[src/rtl/sevseg_pkg.sv]
// ============================================================================
// Module      : sevseg_pkg
// Description : Shared types and constants for the sevseg_mux display driver.
// Revision    : 1.0 - initial release
// ============================================================================
`default_nettype none

package sevseg_pkg;

    localparam int SEG_W = 7;

    localparam int SEG_A = 0;
    localparam int SEG_B = 1;
    localparam int SEG_C = 2;
    localparam int SEG_D = 3;
    localparam int SEG_E = 4;
    localparam int SEG_F = 5;
    localparam int SEG_G = 6;

    typedef enum logic [0:0] {
        ST_BLANK = 1'b0,
        ST_ON    = 1'b1
    } slot_state_e;

    // Index n holds the glyph for hex digit n, bit order g..a; b and d are lower case.
    localparam logic [15:0][SEG_W-1:0] HEX_FONT = {
        7'h71, 7'h79, 7'h5E, 7'h39, 7'h7C, 7'h77, 7'h6F, 7'h7F,
        7'h07, 7'h7D, 7'h6D, 7'h66, 7'h4F, 7'h5B, 7'h06, 7'h3F
    };

    function automatic logic [SEG_W-1:0] hex_font(input logic [3:0] nibble);
        return HEX_FONT[nibble];
    endfunction

endpackage

`default_nettype wire

[src/rtl/sevseg_hex7.sv]
// ============================================================================
// Module      : sevseg_hex7
// Description : Combinational 4-bit to 7-segment hex decoder (active-high).
// Revision    : 1.0 - initial release
// ============================================================================
`default_nettype none

module sevseg_hex7
    import sevseg_pkg::*;
(
    input  logic [3:0]       nibble_i,
    output logic [SEG_W-1:0] seg_o
);

    assign seg_o = hex_font(nibble_i);

endmodule

`default_nettype wire

[src/rtl/sevseg_mux.sv]
// ============================================================================
// Module      : sevseg_mux
// Description : N-digit multiplexed 7-segment driver with double-buffered
//               loads, per-digit hex/raw mode and blank anti-ghost slots.
//               Define SEVSEG_PWM_EN to add the BRIGHT PWM dimming port.
// Revision    : 1.0 - initial release
// ============================================================================
`default_nettype none

module sevseg_mux
    import sevseg_pkg::*;
#(
    parameter int DIGITS         = 2,
    parameter int DIGIT_CYCLES   = 12000,
    parameter int BLANK_CYCLES   = 120,
    parameter bit SEG_ACTIVE_LOW = 1'b0,
    parameter bit SEL_ACTIVE_LOW = 1'b0
) (
    input  logic                clk_i,
    input  logic                rst_ni,
    input  logic [8*DIGITS-1:0] data_i,
    input  logic [DIGITS-1:0]   raw_mode_i,
    input  logic                load_i,
`ifdef SEVSEG_PWM_EN
    input  logic [3:0]          bright_i,
`endif
    output logic [SEG_W-1:0]    seg_o,
    output logic                dp_o,
    output logic [DIGITS-1:0]   sel_o,
    output logic                pending_o,
    output logic                frame_o
);

    localparam int CNT_W = (DIGIT_CYCLES > 1) ? $clog2(DIGIT_CYCLES) : 1;
    localparam int IDX_W = (DIGITS > 1) ? $clog2(DIGITS) : 1;

    localparam logic [CNT_W-1:0]  SLOT_LAST = CNT_W'(DIGIT_CYCLES - 1);
    localparam logic [CNT_W-1:0]  BLANK_END = CNT_W'(BLANK_CYCLES);
    localparam logic [IDX_W-1:0]  IDX_LAST  = IDX_W'(DIGITS - 1);
    localparam logic [SEG_W-1:0]  SEG_OFF   = {SEG_W{SEG_ACTIVE_LOW}};
    localparam logic [DIGITS-1:0] SEL_OFF   = {DIGITS{SEL_ACTIVE_LOW}};

    logic [CNT_W-1:0]    slot_q, slot_d;
    logic [IDX_W-1:0]    idx_q, idx_d;
    slot_state_e         state_q, state_d;

    logic [8*DIGITS-1:0] shadow_data_q, shadow_data_d;
    logic [DIGITS-1:0]   shadow_raw_q, shadow_raw_d;
    logic [8*DIGITS-1:0] active_data_q, active_data_d;
    logic [DIGITS-1:0]   active_raw_q, active_raw_d;
    logic                pending_q, pending_d;

    logic [SEG_W-1:0]    seg_q, seg_d;
    logic                dp_q, dp_d;
    logic [DIGITS-1:0]   sel_q, sel_d;
    logic                frame_q, frame_d;

    logic                w_slot_wrap;
    logic                w_frame_start;
    logic [7:0]          w_cur_byte;
    logic                w_cur_raw;
    logic [SEG_W-1:0]    w_hex_seg;
    logic [DIGITS-1:0]   w_sel_onehot;
    logic                w_lit;

`ifdef SEVSEG_PWM_EN
    logic [3:0]          shadow_bright_q, shadow_bright_d;
    logic [3:0]          active_bright_q, active_bright_d;
    logic [3:0]          pwm_q, pwm_d;
`endif

    // ---------------- scan counters and slot FSM ----------------
    always_comb begin
        w_slot_wrap   = (slot_q == SLOT_LAST);
        w_frame_start = (slot_q == '0) && (idx_q == '0);
        slot_d        = w_slot_wrap ? '0 : slot_q + CNT_W'(1);
        idx_d         = idx_q;
        if (w_slot_wrap) begin
            idx_d = (idx_q == IDX_LAST) ? '0 : idx_q + IDX_W'(1);
        end

        state_d = state_q;
        case (state_q)
            ST_BLANK: if (slot_d >= BLANK_END) state_d = ST_ON;
            ST_ON:    if (w_slot_wrap && (BLANK_END != '0)) state_d = ST_BLANK;
            default:  state_d = ST_BLANK;
        endcase
    end

    // ---------------- shadow / active double buffer ----------------
    // A load on the frame-start cycle wins over the commit, deferring it a frame.
    always_comb begin
        shadow_data_d = shadow_data_q;
        shadow_raw_d  = shadow_raw_q;
        active_data_d = active_data_q;
        active_raw_d  = active_raw_q;
        pending_d     = pending_q;
`ifdef SEVSEG_PWM_EN
        shadow_bright_d = shadow_bright_q;
        active_bright_d = active_bright_q;
`endif
        if (load_i) begin
            shadow_data_d = data_i;
            shadow_raw_d  = raw_mode_i;
            pending_d     = 1'b1;
`ifdef SEVSEG_PWM_EN
            shadow_bright_d = bright_i;
`endif
        end else if (w_frame_start && pending_q) begin
            active_data_d = shadow_data_q;
            active_raw_d  = shadow_raw_q;
            pending_d     = 1'b0;
`ifdef SEVSEG_PWM_EN
            active_bright_d = shadow_bright_q;
`endif
        end
    end

    // ---------------- digit mux and output formatting ----------------
    for (genvar d = 0; d < DIGITS; d++) begin : g_sel
        assign w_sel_onehot[d] = (idx_q == IDX_W'(d));
    end

    always_comb begin
        w_cur_byte = '0;
        w_cur_raw  = 1'b0;
        for (int d = 0; d < DIGITS; d++) begin
            if (idx_q == IDX_W'(d)) begin
                w_cur_byte = active_data_q[8*d +: 8];
                w_cur_raw  = active_raw_q[d];
            end
        end
    end

    sevseg_hex7 u_hex7 (
        .nibble_i (w_cur_byte[3:0]),
        .seg_o    (w_hex_seg)
    );

`ifdef SEVSEG_PWM_EN
    assign pwm_d = ((state_q != ST_ON) || w_slot_wrap) ? 4'd0 : pwm_q + 4'd1;
    assign w_lit = (state_q == ST_ON) &&
                   ((active_bright_q == 4'hF) || (pwm_q < active_bright_q));
`else
    assign w_lit = (state_q == ST_ON);
`endif

    always_comb begin
        seg_d   = (w_lit ? (w_cur_raw ? w_cur_byte[6:0] : w_hex_seg) : '0) ^ SEG_OFF;
        dp_d    = (w_lit & w_cur_byte[7]) ^ SEG_ACTIVE_LOW;
        sel_d   = ((state_q == ST_ON) ? w_sel_onehot : '0) ^ SEL_OFF;
        frame_d = w_frame_start;
    end

    // ---------------- state registers ----------------
    always_ff @(posedge clk_i or negedge rst_ni) begin
        if (!rst_ni) begin
            slot_q        <= '0;
            idx_q         <= '0;
            state_q       <= ST_BLANK;
            shadow_data_q <= '0;
            shadow_raw_q  <= '0;
            active_data_q <= '0;
            active_raw_q  <= '0;
            pending_q     <= 1'b0;
            seg_q         <= SEG_OFF;
            dp_q          <= SEG_ACTIVE_LOW;
            sel_q         <= SEL_OFF;
            frame_q       <= 1'b0;
`ifdef SEVSEG_PWM_EN
            shadow_bright_q <= '0;
            active_bright_q <= '0;
            pwm_q           <= '0;
`endif
        end else begin
            slot_q        <= slot_d;
            idx_q         <= idx_d;
            state_q       <= state_d;
            shadow_data_q <= shadow_data_d;
            shadow_raw_q  <= shadow_raw_d;
            active_data_q <= active_data_d;
            active_raw_q  <= active_raw_d;
            pending_q     <= pending_d;
            seg_q         <= seg_d;
            dp_q          <= dp_d;
            sel_q         <= sel_d;
            frame_q       <= frame_d;
`ifdef SEVSEG_PWM_EN
            shadow_bright_q <= shadow_bright_d;
            active_bright_q <= active_bright_d;
            pwm_q           <= pwm_d;
`endif
        end
    end

    assign seg_o     = seg_q;
    assign dp_o      = dp_q;
    assign sel_o     = sel_q;
    assign pending_o = pending_q;
    assign frame_o   = frame_q;

endmodule

`default_nettype wire

[config.mk]
export PLATFORM = sky130hd
export DESIGN_NAME = sevseg_mux
export DESIGN_NICKNAME = d
export VERILOG_FILES = /design/src/rtl/sevseg_pkg.sv /design/src/rtl/sevseg_hex7.sv /design/src/rtl/sevseg_mux.sv
export SDC_FILE = /design/constraint.sdc
export NUM_CORES = 1
export LEC_CHECK = 0
export ABC_AREA = 1
export CORE_MARGIN = 5
export CORE_UTILIZATION = 51
export DETAILED_ROUTE_END_ITERATION = 6
export PLACE_DENSITY = 0.76
export SKIP_LAST_GASP = 1
export SYNTH_ARGS = -nofsm -noshare
export SYNTH_HDL_FRONTEND = slang
export SYNTH_SLANG_ARGS = --single-unit
[constraint.sdc]
create_clock -name clk_i -period 1.8 [get_ports clk_i]
set_clock_uncertainty 0.1 [all_clocks]
set_input_delay 0.36 -clock clk_i [delete_from_list [all_inputs] [get_ports clk_i]]
set_output_delay 0.36 -clock clk_i [all_outputs]
set_load 0.03 [all_outputs]
## Word level (Yosys, flattened, before mapping)

Memories as Yosys holds them, arrays and structs flattened.
Cells that the tools add are included.

- $add $sub $neg: 2
- Order comparisons: 2
- Equality and inequality tests: 1
- Mux-type cells: 13
- Bitwise logic cells: 4
- Reductions and logical operators: 5

Operator list:

| cell | count |
|---|---|
| 2-to-1 mux 7 bit | 3 |
| adder 14 x 1 -> 14 bit, second input constant | 1 |
| == test 14 bit, second input constant | 1 |
| greater-or-equal comparator 14 x 7 -> 1 bit, second input constant | 1 |
| zero test 14 bit | 1 |
| 2-to-1 mux 14 bit | 1 |
| 2-to-1 mux 8 bit | 1 |
| 2-to-1 mux 1 bit | 6 |
| less-than comparator 4 x 5 -> 1 bit, second input constant | 1 |
| inverter 1 bit | 3 |
| logical AND 1 bit | 2 |
| 2-to-1 mux 2 bit | 1 |
| one-hot mux 1 bit (2 select lines) | 1 |
| AND reduction 2 bit | 1 |
| nonzero test 2 bit | 1 |
| adder 1 bit, second input constant | 1 |
| bitwise AND 1 bit | 1 |

- Register bits after elaboration: 64
- ROM bits: 112
- Input bits: 21
- Output and inout port bits: 12
- Memories kept: 1

Memory list:

| name | words | width | read ports | clocked after Yosys merged registers in | wr ports | line | text |
|---|---|---|---|---|---|---|---|
| (no name shown) | 16 | 7 | 1 | 0 | 0 | sevseg_pkg.sv:32 | `return HEX_FONT[nibble];` |

## Longest topological paths before layout

- Word-level depth: 5
- Depth in mapped cells: 12
- Gate-level depth less buffers: 12

## Hierarchy

From an unflattened synthesis, not the netlist that was laid out.

- Cells, all modules: 385
- Area, all modules: 3215.6 um^2

By module, submodules not included:

| module | times used | cells each | area an instance (um^2) |
|---|---|---|---|
| sevseg_mux | 1 | 332 | 2907.8 |
| sevseg_hex7 | 1 | 53 | 307.8 |

## Worst setup path before layout

OpenSTA, ideal clock, no wires.

- Kind: register to register
- Start point: reg idx_q
- End point: reg seg_q[2], in the netlist seg_o[2]
- Library setup time: 147 ps
- Arrival time: 1721 ps
- Required time: 1553 ps
- Setup slack: -168 ps
- Cell stages (with the launch flop): 8
- Path buffers: 1
- Period minus slack after synthesis: 1968 ps
- Cell sequence: dfrtp_1 > buf_2 > o21ai_1 > inv_1 > ha_1 > or2_2 > a21oi_1 > a211oi_1

- Cells in the longest elaborated chain, start to end: 5

RTL lines:

| element | line | text |
|---|---|---|
| start: declaration | sevseg_mux.sv:44 | `logic [IDX_W-1:0] idx_q, idx_d;` |
| start signal: assignment | sevseg_mux.sv:177 | `idx_q <= idx_d;` |
| 2-to-1 mux 8 bit | sevseg_mux.sv:128 | `if (idx_q == IDX_W'(d)) begin` |
| memory (16 x 7 bit) | n/a |  |
| 2-to-1 mux 7 bit (implied by the code) | sevseg_pkg.sv:32 |  |
| 2-to-1 mux 7 bit (*) (2 in series) | sevseg_mux.sv:149 | `seg_d = (w_lit ? (w_cur_raw ? w_cur_byte[6:0] : w_hex_seg) : '0) ^ SEG_OFF;` |
| net seg_d[2] | sevseg_mux.sv:53 | `logic [SEG_W-1:0] seg_q, seg_d;` |
| end signal: assignment | sevseg_mux.sv:184 | `seg_q <= seg_d;` |
| end: declaration | sevseg_mux.sv:53 |  |

The timed path passes the listed nets; every way through them passes the cells marked *. The select of a mux whose other input is x is not followed.
A chain may end at the register's enable or synchronous reset.

## Final worst setup path

- Start point: reg slot_q[2]
- End point: reg active_data_q[0]

- Cells in the longest elaborated chain, start to end: 4

RTL lines:

| element | line | text |
|---|---|---|
| start: declaration | sevseg_mux.sv:43 | `logic [CNT_W-1:0] slot_q, slot_d;` |
| start signal: assignment | sevseg_mux.sv:176 | `slot_q <= slot_d;` |
| zero test 14 bit | sevseg_mux.sv:75 | `w_frame_start = (slot_q == '0) && (idx_q == '0);` |
| logical AND 1 bit | sevseg_mux.sv:75 |  |
| net frame_d | sevseg_mux.sv:56 | `logic frame_q, frame_d;` |
| logical AND 1 bit | sevseg_mux.sv:109 | `end else if (w_frame_start && pending_q) begin` |
| AND reduction 2 bit (no line) | n/a |  |
| end signal: assignment | sevseg_mux.sv:181 | `active_data_q <= active_data_d;` |
| end: declaration | sevseg_mux.sv:49 | `logic [8*DIGITS-1:0] active_data_q, active_data_d;` |

The timed path passes the listed nets, and every way through them passes these cells.

==> flow_metrics.env <==
export IMPL_gp_congestion=0.934
export IMPL_muxShareOfSynthArea_pct=0
export IMPL_worstSetupEndpointType="flop"
export IMPL_synth_area_leaders="dfrtp_1 (51%), nand2_1 (11%), inv_1 (6.5%)"
export IMPL_p_per_area_nw_per_um2=767
export IMPL_dieArea_um2=7860
export IMPL_synthXorXnorAreaFrac_pct=0.833
export IMPL_ys_warn_count=0
export IMPL_outcome="complete, no violations"
export IMPL_crit_slowest_cell="dfrtp_1"
export IMPL_synthArstFlopShare_pct=100
export IMPL_cts_tree="yes"
export IMPL_fin_nets=469
export IMPL_n_antenna_cell=0
export IMPL_grt_use_met2_pct=29.1
export IMPL_path_clk_slew_ns=0.07
export IMPL_timing_fmax_mhz=556
export IMPL_h_tree_depth=3
export IMPL_path_cells="nor2_1 -> nand3_1 -> nor4_4 -> nand3_4 -> clkbuf_16 -> nand2_4 -> o21ai_2"
export IMPL_numCtsBuffers=9
export IMPL_clock_latency_ns=0.34
export IMPL_yosysTopAreaCellShare_pct=50.8
export IMPL_cp_start_kind="flop"
export IMPL_hold_viol_final=0
export IMPL_initial_utilization_pct=52.9
export IMPL_die_w_um=88.6
export IMPL_syn_inst=375
export IMPL_root_buffer="clkbuf_8"
export IMPL_die_h_um=88.6
export IMPL_area_delta_synth_final_pct=32.5
export IMPL_num_vias=2693
export IMPL_io_pins=33
export IMPL_cp_top_family="simple AND/OR/NAND/NOR gates"
export IMPL_final_area_um2=4180
export IMPL_overflow=0
export IMPL_synth_simple_area_share_pct=22.6
export IMPL_drtPass1Iterations=4
export IMPL_slowest_delay_ns=0.45
export IMPL_p_leak_nw=2.13
export IMPL_avgViaCountPerCell=5.19
export IMPL_synth_edf_count=0
export IMPL_synthFlopType="dfrtp_1"
export IMPL_cts_sinks=64
export IMPL_ys_seq_elements=64
export IMPL_synth_top_area_cell="dfrtp_1"
export IMPL_setup_tns_ns=0
export IMPL_crit_buf_inv=1
export IMPL_grtUsageMet1_pct=24.7
export IMPL_grt_pass1_vias=2442
export IMPL_min_period_over_period_pct=100
export IMPL_ys_types=30
export IMPL_grt_max_degree=65
export IMPL_max_cap_violations=0
export IMPL_grt_total_usage_pct=18.5
export IMPL_relSlewSlack_pct=77.8
export IMPL_setup_slack_ns=0.000521
export IMPL_p_total_mw=3.20
export IMPL_drive_above_1_share_pct=24.8
export IMPL_clock_tree_buffer_depth=2
export IMPL_grt_pass1_wl_um=11100
export IMPL_dp_slack_ns=0.00269
export IMPL_hold_class="flop to flop"
export IMPL_cp_arrival_ns=1.93
export IMPL_critPathKind="flop to flop"
export IMPL_fillerInstances=441
export IMPL_setup_viol=0
export IMPL_antenna_found_initial=0
export IMPL_gr_max_usage_layer="met2"
export IMPL_synthAdderAreaFrac_pct=3.17
export IMPL_finalCriticalPeriod_ns=1.80
export IMPL_synth_top_family_by_area="simple AND/OR/NAND/NOR gates"
export IMPL_synth_most_common_cell="nand2_1"
export IMPL_remaining_drc_errors=0
export IMPL_fin_util_pct=70.1
export IMPL_synthTopCellsByCount="nand2_1 (96), dfrtp_1 (64), inv_1 (55)"
export IMPL_port_buffers=32
export IMPL_cp_required_ns=1.93
export IMPL_slew_viol_final=0
export IMPL_syn_cell_area_um2=3150
export IMPL_syn_nets=404
export IMPL_routed_wl_um=7270
export IMPL_yosysSeqAreaShare_pct=50.8
export IMPL_critPathMaxFanout=8
export IMPL_rsz0062_at_grt="true"
export IMPL_drt_initial_drc_count=256
export IMPL_dp_hpwl_um=4590
export IMPL_grt_use_met3_pct=4.84
export IMPL_syn_area_per_cell_um2=8.41
export IMPL_worst_pin_slew_ns=0.333
export IMPL_synth_compound_area_share_pct=13.7
export IMPL_fp_coreArea_um2=5960
export IMPL_placed_area_um2=3700
export IMPL_ir_drop_mv=0.596
export IMPL_antenna_left=0
export IMPL_wl_per_cell_um=14.0
export IMPL_rows=28
registers in the layout, summed over array words and instances, names as in the netlist:
signal	cells
shadow_raw_q	2
active_raw_q	2
shadow_data_q	16
sel_o	2
idx_q	1
slot_q	14
state_q	1
dp_o	1
seg_o	7
frame_o	1
active_data_q	16
pending_o	1
power breakdown:
part           internal, mW  switching (mW)
Clock                 0.846           0.542
Combinational         0.123           0.162
Sequential             1.50          0.0313
path summary, 6_finish.rpt:
check	startpoint	end	slack [ns]	cells past startpoint
setup / recovery	slot_q[2]	active_data_q[0]	0.0005	7
hold / removal	active_data_q[14]	active_data_q[14]	0.39	2
setup reg to reg	slot_q[2]	active_data_q[0]	0.0005	7
hold reg to reg	active_data_q[14]	active_data_q[14]	0.39	2
max in group asynchronous	rst_ni	idx_q	0.86	3
min in group asynchronous	rst_ni	shadow_data_q[15]	0.46	3
cell usage in the layout, fill, tap and decap left out, types with 7 or more instances in the layout:
cell	count
clkdlybuf4s50_1	19
nor2_1	32
inv_1	49
dfrtp_1	62
clkbuf_8	11
inv_2	7
o21ai_2	19
nand2_2	17
o21ai_0	27
nand3_1	17
nand2_1	82
dlygate4sd2_1	8
buf_4	23
kinds of logic (layout without fill, tap and decap cells):
kind of cell	count (synthesis)	count (layout)
flops	64	64
fa+ha+maj	8	8
buf+inv	66	135
compound gates	67	67
xor+xnor	3	3
simple gates	167	167
what timing repair did:
action                     CTS  global route
buffers inserted             1             5
resized for setup            9            49
hold buffers                 1             0
hold endpoints to repair    64             0
setup endpoints to repair   12            29
gates cloned                 0             3
pin swaps                    0            12
worst reg2reg max path, delay by kind of cell (launching register included):
kind	cells	cell delay, ns
buffers and inverters	1	0.21
and+or+nand+nor	5	0.87
DFF	1	0.45
AOI/OAI and AO/OA	1	0.05
layer usage:
layer  part of all wire (%)  up-vias
met5                      0        -
met2                     48       97
met4                    2.4        0
met1                     43     1260
met3                    7.2       17
li1                       -     1319
metrics by stage:
step / hold WS, ns / instances
2_1_floorplan: -0.0356 / 375
3_3_place_gp: 0.291 / 494
3_5_place_dp: 0.298 / 494
4_1_cts: 0.386 / 511
5_1_grt: 0.409 / 519
6_report: 0.394 / 519
final cells by class:
cell class / count / area, um^2 / area share (%)
flip-flops and latches: 64 / 1600 / 38.4
multi-input cells: 245 / 1410 / 33.8
repair buffers: 63 / 631 / 15.1
inverters: 57 / 215 / 5.15
clock buffers: 12 / 155 / 3.71
well taps: 75 / 93.8 / 2.25
clock inverters: 3 / 65.1 / 1.56
Power figures use the tool's default switching activity.
